**config.mk**
```make
export PLATFORM = sky130hd
export DESIGN_NAME = fifo_wr_arbiter
export DESIGN_NICKNAME = d
export VERILOG_FILES = /design/src/rtl/fifo_wr_arbiter.sv
export SDC_FILE = /design/constraint.sdc
export NUM_CORES = 1
export LEC_CHECK = 0
export CAP_MARGIN = 20
export CORE_ASPECT_RATIO = 1.4
export CORE_UTILIZATION = 30
export DETAILED_ROUTE_END_ITERATION = 12
export PLACE_DENSITY = 0.7
export SLEW_MARGIN = 20
export SYNTH_ARGS = -nofsm -noshare
export SYNTH_HDL_FRONTEND = slang
export SYNTH_SLANG_ARGS = --single-unit
```
**constraint.sdc**
```tcl
create_clock -name clk -period 1.54 [get_ports clk]
set_input_delay 0.308 -clock clk [delete_from_list [all_inputs] [get_ports clk]]
set_output_delay 0.308 -clock clk [all_outputs]
set_load 0.03 [all_outputs]
```
**src/rtl/fifo_wr_arbiter.sv**
```systemverilog
// Round-robin arbiter that shares one FIFO write port among N requesters,
// granting bursts of up to MAX_BURST words and stalling on fifo_full.
module fifo_wr_arbiter #(
    parameter int N         = 4,
    parameter int DW        = 8,
    parameter int MAX_BURST = 4
) (
    input  logic                 clk,
    input  logic                 rst_n,
    input  logic [N-1:0]         req,
    input  logic [N*DW-1:0]      data_in,
    output logic [N-1:0]         ack,
    input  logic                 fifo_full,
    output logic                 fifo_wr,
    output logic [DW-1:0]        fifo_din,
    output logic [$clog2(N)-1:0] gnt_idx,
    output logic                 busy
);

    localparam int IW = $clog2(N);
    localparam int BW = $clog2(MAX_BURST + 1);

    localparam logic [IW-1:0] LAST_IDX   = IW'(N - 1);
    localparam logic [BW-1:0] BURST_LAST = BW'(MAX_BURST - 1);
    localparam logic [BW-1:0] BURST_MAX  = BW'(MAX_BURST);

    localparam logic [0:0] ST_IDLE  = 1'b0;
    localparam logic [0:0] ST_GRANT = 1'b1;

    logic [0:0]    state_q, state_d;
    logic [IW-1:0] gnt_idx_q, gnt_idx_d;
    logic [IW-1:0] last_gnt_q, last_gnt_d;
    logic [BW-1:0] burst_cnt_q, burst_cnt_d;

    logic [DW-1:0] req_data [N];
    logic [IW-1:0] cand;
    logic          pick_valid;
    logic [IW-1:0] pick_idx;
    logic          owner_req;
    logic          wr_en;

    always_comb begin
        for (int i = 0; i < N; i++) begin
            req_data[i] = data_in[i*DW +: DW];
        end
    end

    // Rotating search starting one past the last grant, so nobody starves.
    always_comb begin
        pick_valid = 1'b0;
        pick_idx   = '0;
        cand       = '0;
        for (int k = 0; k < N; k++) begin
            cand = IW'((int'(last_gnt_q) + 1 + k) % N);
            if (!pick_valid && req[cand]) begin
                pick_valid = 1'b1;
                pick_idx   = cand;
            end
        end
    end

    always_comb begin
        owner_req = req[gnt_idx_q];
        wr_en     = (state_q == ST_GRANT) && owner_req && !fifo_full;
        fifo_wr   = wr_en;
        fifo_din  = '0;
        ack       = '0;
        if (state_q == ST_GRANT) begin
            fifo_din = req_data[gnt_idx_q];
        end
        if (wr_en) begin
            ack[gnt_idx_q] = 1'b1;
        end
    end

    always_comb begin
        state_d     = state_q;
        gnt_idx_d   = gnt_idx_q;
        last_gnt_d  = last_gnt_q;
        burst_cnt_d = burst_cnt_q;
        case (state_q)
            ST_IDLE: begin
                if (pick_valid) begin
                    state_d     = ST_GRANT;
                    gnt_idx_d   = pick_idx;
                    last_gnt_d  = pick_idx;
                    burst_cnt_d = '0;
                end
            end
            ST_GRANT: begin
                // A dropped request ends the grant; a full FIFO just holds it.
                if (!owner_req) begin
                    state_d = ST_IDLE;
                end else if (wr_en) begin
                    burst_cnt_d = burst_cnt_q + 1'b1;
                    if (burst_cnt_q == BURST_LAST) begin
                        state_d = ST_IDLE;
                    end
                end
            end
            default: begin
                state_d = ST_IDLE;
            end
        endcase
    end

    always_ff @(posedge clk or negedge rst_n) begin
        if (!rst_n) begin
            state_q     <= ST_IDLE;
            gnt_idx_q   <= '0;
            last_gnt_q  <= LAST_IDX;
            burst_cnt_q <= '0;
        end else begin
            state_q     <= state_d;
            gnt_idx_q   <= gnt_idx_d;
            last_gnt_q  <= last_gnt_d;
            burst_cnt_q <= burst_cnt_d;
        end
    end

    assign gnt_idx = gnt_idx_q;
    assign busy    = (state_q == ST_GRANT);

    a_no_wr_when_full: assert property (@(posedge clk) disable iff (!rst_n)
        !(fifo_wr && fifo_full));
    a_ack_onehot: assert property (@(posedge clk) disable iff (!rst_n)
        $onehot0(ack));
    a_burst_bound: assert property (@(posedge clk) disable iff (!rst_n)
        burst_cnt_q <= BURST_MAX);

endmodule

```
==> flow_metrics.py, run 1 <==
metrics = {
    "synth": {
        "syn_area_per_cell_um2": 10.3,
        "synth.area.top_cells": "mux4_2 22%, dfrtp_1 18%, dfstp_2 6.3%",
        "syn_nets": 122,
        "syn-cell-area_um2": 835,
        "synth-seq-cells": 8,
        "async_reset_ff_share_pct": 100,
        "yosys_warnings": 0,
        "synth_common_cells": "8 x and2_1, 8 x mux4_2, 7 x nand2_1",
        "synth.distinct_cells": 35,
        "ys.flop_type": "dfrtp_1",
        "synth-edff-count": 0,
        "post-synth-top-area-cell": "mux4_2",
        "synth_top_area_share_pct": 21.6,
        "yosysSeqAreaShare_pct": 24.3,
        "syn_inst": 81,
    },
    "clocking": {
        "numClockSinks": 8,
        "cts_buffer_depth": 2,
        "cts_tree": "done",
        "root_buffer": "clkbuf_4",
        "cts_buffers": 3,
        "htreeDepth": 1,
        "insertion_delay_ns": 0.26,
        "clk_pin_slew_ns": 0.06,
    },
    "placement": {
        "gp_congestion": 0.746,
        "dp_hpwl_mm": 2.21,
        "dp.cells": 179,
        "port_buffers": 54,
    },
    "global_routing": {
        "grt_pass1_wl_mm": 4.37,
        "grt.total_usage_pct": 20.2,
        "grt_max_degree": 13,
        "grt_overflow": 0,
        "antenna_found_initial": 0,
        "first_global_vias": 1023,
    },
    "die": {
        "start_util_pct": 31.6,
        "die_h_um": 64.4,
        "ios": 55,
        "rows": 22,
        "core_um2": 2640,
        "die_w_um": 46.6,
        "die_area_um2": 3000,
    },
    "sta": {
        "layout_setup_ws_ns": -0.428,
        "skew_ns": 0.00596,
        "rsz0062_at_grt": "true",
        "max_freq_ghz": 0.508,
        "worst_pin_slew_ns": 0.398,
        "period_minus_slack_ns": 1.97,
        "fin_crit_sh_pct": 128,
        "final_hold_viol_count": 0,
        "relSlewSlack_pct": 73.5,
        "slew_violations": 0,
        "finalSetupViolCount": 14,
    },
    "drt": {
        "antenna_left": 0,
        "dr.pass1.iters": 7,
        "vias": 995,
        "drt_iter0_drc": 9,
        "wl_per_cell_um": 15.1,
        "drc": 0,
        "drt_wl_total_mm": 2.98,
        "vias_per_cell": 5.05,
    },
    "pwr": {
        "power_density_nw_per_um2": 1780,
        "power.leakage_nw": 0.772,
        "vdd.ir_drop.worst_v": 0.00117,
        "total_power_mw": 3.13,
    },
    "setup_path": {
        "required_ns": 1.23,
        "cp.arrival_ns": 1.66,
        "path_class": "flip-flop to output pin",
        "cp_max_fo": 5,
        "cp-start-kind": "flip-flop",
        "end_kind": "output pin",
    },
    "finish": {
        "seq_area_um2": 209,
        "fill_cells": 212,
        "multiInputGateArea_um2": 661,
        "drive_gt1_share_pct": 50.3,
        "area_growth_pct": 111,
        "antenna_cells": 0,
        "num-nets-final": 203,
        "final_cells": 197,
    },
    "outcome": {
        "violations": "setup timing",
        "status": "finished with violations",
    },
    "hold_path": {
        "min_path_type": "input pin to async pin",
    },
    "flow_run": {
        "cap_violations": 0,
    },
}
==> report_power, final <==
part,total (mW),leakage [nW],switching [mW],internal [mW]
sequential,0.424,0.0935,0.0908,0.334
clock,0.180,0.0150,0.0803,0.0997
combinational,2.53,0.663,1.13,1.40
==> critical path: stages, from the launching register on <==
cell,delay (ns)
dfrtp_4,0.50
buf_6,0.15
buf_6,0.11
buf_6,0.11
buf_6,0.11
nor4b_4,0.22
buf_4,0.20
==> layer usage <==
layer  global-route usage (%)  part of all wire, %  vias to the layer above
met4                     11.0                  2.2                        0
met3                     5.65                   14                        5
met1                     18.7                   31                      470
li1                         -                    -                      465
met2                     36.5                   52                       55
met5                        0                    0                        -
==> sequential cells by signal, summed over array words and instances (netlist names) <==
| register | count |
|---|---|
| burst_cnt_q | 3 |
| last_gnt_q | 2 |
| busy | 1 |
| gnt_idx | 2 |
==> cell families after synthesis <==
group / synth area share, %
simple gates: 21.6
buf+inv: 6.90
flops: 24.3
compound gates: 16.9
mux: 26.2
fa+ha+maj: 3.00
xor+xnor: 1.05
==> layout by cell type (no fill, tap or decap), drive strengths merged, types with 2 or more instances in the layout <==
cell type / netlist / routed
nor2: 4 / 4
mux4: 8 / 8
ha: 2 / 2
nand2b: 4 / 4
clkbuf: 2 / 4
o21a: 2 / 2
clkdlybuf4s50: 0 / 36
o211ai: 2 / 2
inv: 3 / 3
nor3: 2 / 2
o21ai: 3 / 3
mux2i: 2 / 2
and2: 8 / 8
a22o: 3 / 3
nand2: 7 / 7
buf: 4 / 44
dlymetal6s2s: 0 / 2
a21o: 2 / 2
dfrtp: 6 / 6
dfstp: 2 / 2
==> layout make-up <==
| cell class | instances | area share (%) |
|---|---|---|
| Clock buffer | 4 | 1.49 |
| Tap cell | 36 | 2.56 |
| Multi-Input combinational cell | 64 | 37.5 |
| Sequential cell | 8 | 11.9 |
| Timing Repair Buffer | 82 | 46.0 |
| Inverter | 3 | 0.639 |
==> worst paths after layout <==
| path | depth (start not counted) | slack [ns] | end | start |
|---|---|---|---|---|
| min | 1 | 0.32 | burst_cnt_q[1] | rst_n |
| min reg2reg | 1 | 0.52 | burst_cnt_q[2] | burst_cnt_q[2] |
| max in group asynchronous | 1 | 0.91 | last_gnt_q[0] | rst_n |
| min in group clk | 1 | 0.52 | burst_cnt_q[2] | burst_cnt_q[2] |
| max | 6 | -0.43 | ack[0] | gnt_idx[0] |
| max reg2reg | 6 | -0.01 | burst_cnt_q[2] | gnt_idx[1] |
==> stage by stage <==
step | setup slack (ns) | cell area, µm² | TNS [ns] | util [%] | hold slack, ns
6_report | -0.428 | 1760 | -4.89 | 66.7 | 0.319
5_1_grt | -0.492 | 1760 | -5.66 | 66.7 | 0.340
4_1_cts | -0.405 | 1680 | -4.31 | 63.4 | 0.314
3_5_place_dp | -0.730 | 1520 | -8.15 | 57.4 | 0.510
3_3_place_gp | -0.691 | 1520 | -7.81 | 57.4 | 0.488
2_1_floorplan | -0.201 | 901 | -1.17 | - | 0.0124
==> what timing repair did <==
item	CTS	global route
pin swaps	13	5
buffers inserted	11	4
setup endpoints to repair	17	18
gates resized for setup	68	13
hold buffers	0	0
(Power assumes the default switching activity.)
==> run 2, diff against run 1 <==
--- a/config.mk
+++ b/config.mk
@@ -9,7 +9,7 @@
 export CORE_ASPECT_RATIO = 1.4
 export CORE_UTILIZATION = 30
 export DETAILED_ROUTE_END_ITERATION = 12
-export PLACE_DENSITY = 0.7
+export PLACE_DENSITY = 0.67
 export SLEW_MARGIN = 20
 export SYNTH_ARGS = -nofsm -noshare
 export SYNTH_HDL_FRONTEND = slang
==> constraint.sdc (replaced) <==
create_clock -name clk -period 2.07 [get_ports clk]
set_input_delay 0.414 -clock clk [delete_from_list [all_inputs] [get_ports clk]]
set_output_delay 0.414 -clock clk [all_outputs]
set_load 0.03 [all_outputs]
==> flow_metrics.py, run 2 (synthesized netlist as in run 1, its figures left out) <==
metrics = {
    "outcome": {
        "status": "completed",
    },
    "setup_path": {
        "cp.arrival_ns": 1.64,
        "end_kind": "output pin",
        "cp_max_fo": 9,
        "cp-start-kind": "flip-flop",
        "path_class": "flip-flop to output pin",
        "required_ns": 1.66,
    },
    "sta": {
        "slew_violations": 0,
        "relSlewSlack_pct": 76.3,
        "period_minus_slack_ns": 2.05,
        "worst_pin_slew_ns": 0.355,
        "fin_crit_sh_pct": 99.2,
        "final_hold_viol_count": 0,
        "max_freq_ghz": 0.487,
        "finalSetupViolCount": 0,
        "skew_ns": 0.0122,
        "rsz0062_at_grt": "true",
        "holdWs_ns": 0.426,
        "tns_ns": 0,
    },
    "finish": {
        "num-nets-final": 190,
        "area_growth_pct": 78.6,
        "mostFrequentLayoutCell": "clkdlybuf4s50_1",
        "seq_area_um2": 204,
        "top_register": "burst_cnt_q",
        "largest_register_ffs": 3,
        "drive_gt1_share_pct": 32.4,
        "fill_cells": 264,
        "antenna_cells": 0,
        "fin_area_um2": 1490,
        "multiInputGateArea_um2": 588,
        "layout_common_cells": "40 x clkdlybuf4s50_1, 19 x buf_4, 8 x mux4_2, 8 x and2_1, 8 x buf_2",
    },
    "die": {
        "core_um2": 2640,
        "start_util_pct": 31.6,
        "rows": 22,
        "die_area_um2": 3000,
        "ios": 55,
        "die_w_um": 46.6,
        "die_h_um": 64.4,
    },
    "drt": {
        "drt_iter0_drc": 14,
        "drt_wl_total_mm": 2.59,
        "drc": 0,
        "antenna_left": 0,
        "wl_per_cell_um": 14.1,
        "vias_per_cell": 5.04,
        "dr.pass1.iters": 4,
        "vias": 928,
    },
    "placement": {
        "port_buffers": 54,
        "placed_cell_area_um2": 1470,
        "gp_congestion": 0.723,
        "dp_hpwl_mm": 2.11,
    },
    "clocking": {
        "htreeDepth": 1,
        "cts_tree": "done",
        "insertion_delay_ns": 0.26,
        "numClockSinks": 8,
        "cts_buffer_depth": 2,
        "clk_pin_slew_ns": 0.06,
        "root_buffer": "clkbuf_4",
        "cts_buffers": 3,
    },
    "global_routing": {
        "grt_pass1_wl_mm": 3.87,
        "grt.total_usage_pct": 17.7,
        "grt_overflow": 0,
        "antenna_found_initial": 0,
        "first_global_vias": 921,
        "grt_max_degree": 13,
    },
    "flow_run": {
        "cap_violations": 0,
    },
    "pwr": {
        "vdd.ir_drop.worst_v": 0.000721,
        "power_density_nw_per_um2": 1230,
        "power.leakage_nw": 0.644,
        "total_power_mw": 1.83,
    },
    "hold_path": {
        "min_path_type": "input pin to async pin",
    },
}
## run 2: path summary, 6_finish.rpt
| path | start | end | slack [ns] | cells after the start |
|---|---|---|---|---|
| min in group clk | burst_cnt_q[2] | burst_cnt_q[2] | 0.51 | 1 |
| max | gnt_idx[0] | fifo_din[6] | 0.02 | 4 |
| min | rst_n | burst_cnt_q[1] | 0.43 | 1 |
| min reg2reg | burst_cnt_q[2] | burst_cnt_q[2] | 0.51 | 1 |
| max in group asynchronous | rst_n | last_gnt_q[1] | 1.33 | 1 |
| max reg2reg | gnt_idx[1] | burst_cnt_q[2] | 0.49 | 6 |
## run 2: critical path, cell delays in order (launching register included)
cell and delay [ns]:
dfrtp_1 0.40, buf_12 0.16, mux4_2 0.50, and2_1 0.17, buf_2 0.17
## run 2: layout make-up
class	instances	area share, %
Clock buffer	4	1.76
Inverter	3	0.756
Multi-Input combinational cell	64	39.5
Tap cell	36	3.02
Sequential cell	8	13.7
Timing Repair Buffer	69	41.3
## run 2: what timing repair did
| action | in CTS | in global routing |
|---|---|---|
| hold endpoints to repair | 0 | 0 |
| endpoints found under the setup margin | 10 | 10 |
| hold buffers | 0 | 0 |
| gates resized for setup | 42 | 2 |
| setup buffers | 2 | 1 |
## run 2: through the flow
| stage | worst slack, ns | utilization [%] | std cells |
|---|---|---|---|
| final | 0.0165 | 56.4 | 184 |
| after global routing | -0.0372 | 56.4 | 184 |
| after CTS | 0.0168 | 55.7 | 183 |
| after detailed placement | -0.391 | 55.6 | 177 |
| after global placement | -0.352 | 55.6 | 177 |
| after floorplan | 0.0280 | - | 81 |
## run 2: metal layers
layer	up-vias	GRT usage (%)	share of wire, %	wire length, µm
met5	-	0	0	0
met4	0	7.72	0.73	19
met3	2	3.67	15	386
met2	48	32.5	52	1360
met1	442	17.5	32	826
li1	436	-	-	-
## run 2: power breakdown
| group | total [mW] | switching [mW] | internal (mW) |
|---|---|---|---|
| Sequential | 0.317 | 0.0772 | 0.240 |
| Clock | 0.129 | 0.0556 | 0.0739 |
| Combinational | 1.38 | 0.691 | 0.692 |
==> run 3, diff against run 2 <==
--- a/config.mk
+++ b/config.mk
@@ -7,9 +7,11 @@
 export LEC_CHECK = 0
 export CAP_MARGIN = 20
 export CORE_ASPECT_RATIO = 1.4
+export CORE_MARGIN = 4
 export CORE_UTILIZATION = 30
+export CTS_CLUSTER_DIAMETER = 50
 export DETAILED_ROUTE_END_ITERATION = 12
-export PLACE_DENSITY = 0.67
+export PLACE_DENSITY = 0.78
 export SLEW_MARGIN = 20
 export SYNTH_ARGS = -nofsm -noshare
 export SYNTH_HDL_FRONTEND = slang
==> flow_metrics.py, run 3 (synthesized netlist as in run 1, its figures left out) <==
metrics = {
    "global_routing": {
        "grt.total_usage_pct": 14.2,
        "antenna_found_initial": 0,
        "grt_max_degree": 13,
        "grt_pass1_wl_mm": 4.00,
        "grt_overflow": 0,
        "first_global_vias": 972,
    },
    "setup_path": {
        "cp-startpoint": "data_in[19]",
        "r2r_end": "burst_cnt_q[2]",
        "r2r_cells": 6,
        "required_ns": 1.66,
        "end_kind": "output pin",
        "reg2reg_setup_slack_ns": 0.58,
        "reg2reg_from": "gnt_idx[1]",
        "path_class": "input pin to output pin",
        "cp-start-kind": "input pin",
        "slowest_stage": "mux4_2",
        "cp_slowest_stage_delay_ns": 0.46,
        "endpoint": "fifo_din[3]",
        "cp_cell_sequence": "clkdlybuf4s50_1 > mux4_2 > and2_1 > buf_2",
        "cp.arrival_ns": 1.63,
        "cp_max_fo": 1,
    },
    "placement": {
        "pre_cts_slack_ns": -0.423,
        "gp_congestion": 0.871,
        "port_buffers": 54,
        "dp_hpwl_mm": 2.28,
    },
    "drt": {
        "drc": 0,
        "vias_per_cell": 5.23,
        "vias": 942,
        "drt_wl_total_mm": 2.65,
        "drt_iter0_drc": 20,
        "antenna_left": 0,
        "wl_per_cell_um": 14.7,
        "dr.pass1.iters": 4,
    },
    "sta": {
        "period_minus_slack_ns": 2.04,
        "worst_pin_slew_ns": 0.389,
        "relSlewSlack_pct": 74.0,
        "finalSetupViolCount": 0,
        "skew_ns": 0.00316,
        "final_hold_viol_count": 0,
        "rsz0062_at_grt": "true",
        "fin_crit_sh_pct": 98.8,
        "max_freq_ghz": 0.489,
        "slew_violations": 0,
        "layout_setup_ws_ns": 0.0255,
    },
    "clocking": {
        "cts_tree": "done",
        "htreeDepth": 1,
        "numClockSinks": 8,
        "cts_buffer_depth": 2,
        "cts_buffers": 3,
        "root_buffer": "clkbuf_4",
        "cts_hold_buf": 0,
        "clk_pin_slew_ns": 0.05,
        "insertion_delay_ns": 0.25,
    },
    "die": {
        "die_w_um": 52.6,
        "die_area_um2": 3700,
        "die_h_um": 70.4,
        "start_util_pct": 31.6,
        "core_um2": 2640,
        "ios": 55,
        "rows": 22,
    },
    "finish": {
        "area_growth_pct": 73.5,
        "drive_gt1_share_pct": 30.6,
        "mostFrequentLayoutCell": "clkdlybuf4s50_1",
        "fill_cells": 244,
        "multiInputGateArea_um2": 581,
        "layout_common_cells": "41 x clkdlybuf4s50_1, 17 x buf_4, 8 x mux4_2, 8 x and2_1",
        "utilization_pct": 54.8,
        "largest_register_ffs": 3,
        "top_register": "burst_cnt_q",
        "seq_area_um2": 204,
        "antenna_cells": 0,
        "num-nets-final": 187,
    },
    "pwr": {
        "total_power_mw": 1.76,
        "power.leakage_nw": 0.610,
        "vdd.ir_drop.worst_v": 0.000622,
        "power_density_nw_per_um2": 1220,
    },
    "flow_run": {
        "cap_violations": 0,
    },
    "outcome": {
        "status": "completed",
    },
    "hold_path": {
        "min_path_type": "input pin to async pin",
    },
}
-- run 3: what timing repair did --
action                     CTS  global route
resized for setup           39             6
setup endpoints to repair    9             4
cloned                       0             0
setup buffers                1             0
-- run 3: layer usage --
| metal | GRT usage, % | routed length [µm] | up-vias |
|---|---|---|---|
| met4 | 7.39 | 58 | 0 |
| met3 | 4.26 | 393 | 7 |
| met1 | 14.1 | 972 | 437 |
| li1 | - | - | 433 |
| met5 | 0 | 0 | - |
| met2 | 25.3 | 1220 | 65 |
-- run 3: stage by stage --
stage / instances / instance area, µm² / setup TNS [ns] / hold slack (ns)
floorplan: 81 / 841 / 0 / 0.118
global placement: 176 / 1450 / -2.88 / 0.489
detailed placement: 176 / 1450 / -3.04 / 0.495
CTS: 180 / 1450 / -0.106 / 0.432
global route: 180 / 1450 / -0.0187 / 0.455
finish: 180 / 1450 / 0 / 0.426
-- run 3: area by class of cell --
| type | instances | area share (%) |
|---|---|---|
| repair buffers | 66 | 40.4 |
| multi-input cells | 64 | 40.1 |
| flip-flops and latches | 8 | 14.1 |
| well taps | 36 | 3.11 |
| clock buffers | 3 | 1.56 |
| inverters | 3 | 0.778 |
-- run 3: worst min-delay path by stage --
stage	from	slack [ns]	depth (start not counted)	end
after floorplan	rst_n	0.12	0	burst_cnt_q[0]
after global placement	burst_cnt_q[2]	0.49	1	burst_cnt_q[2]
after detailed placement	burst_cnt_q[2]	0.50	1	burst_cnt_q[2]
after CTS	rst_n	0.43	1	burst_cnt_q[0]
after global routing	rst_n	0.46	1	burst_cnt_q[0]
final	rst_n	0.43	1	burst_cnt_q[0]
-- run 3: critical path: cells and delay by family --
family	cells	cell delay (ns)
and+or+nand+nor	1	0.17
buffers and inverters	2	0.58
muxes	1	0.46
-- run 3: report_power, final --
group | internal [mW] | switching, mW | total, mW
clock network | 0.0662 | 0.0507 | 0.117
logic | 0.643 | 0.686 | 1.33
registers | 0.240 | 0.0731 | 0.313
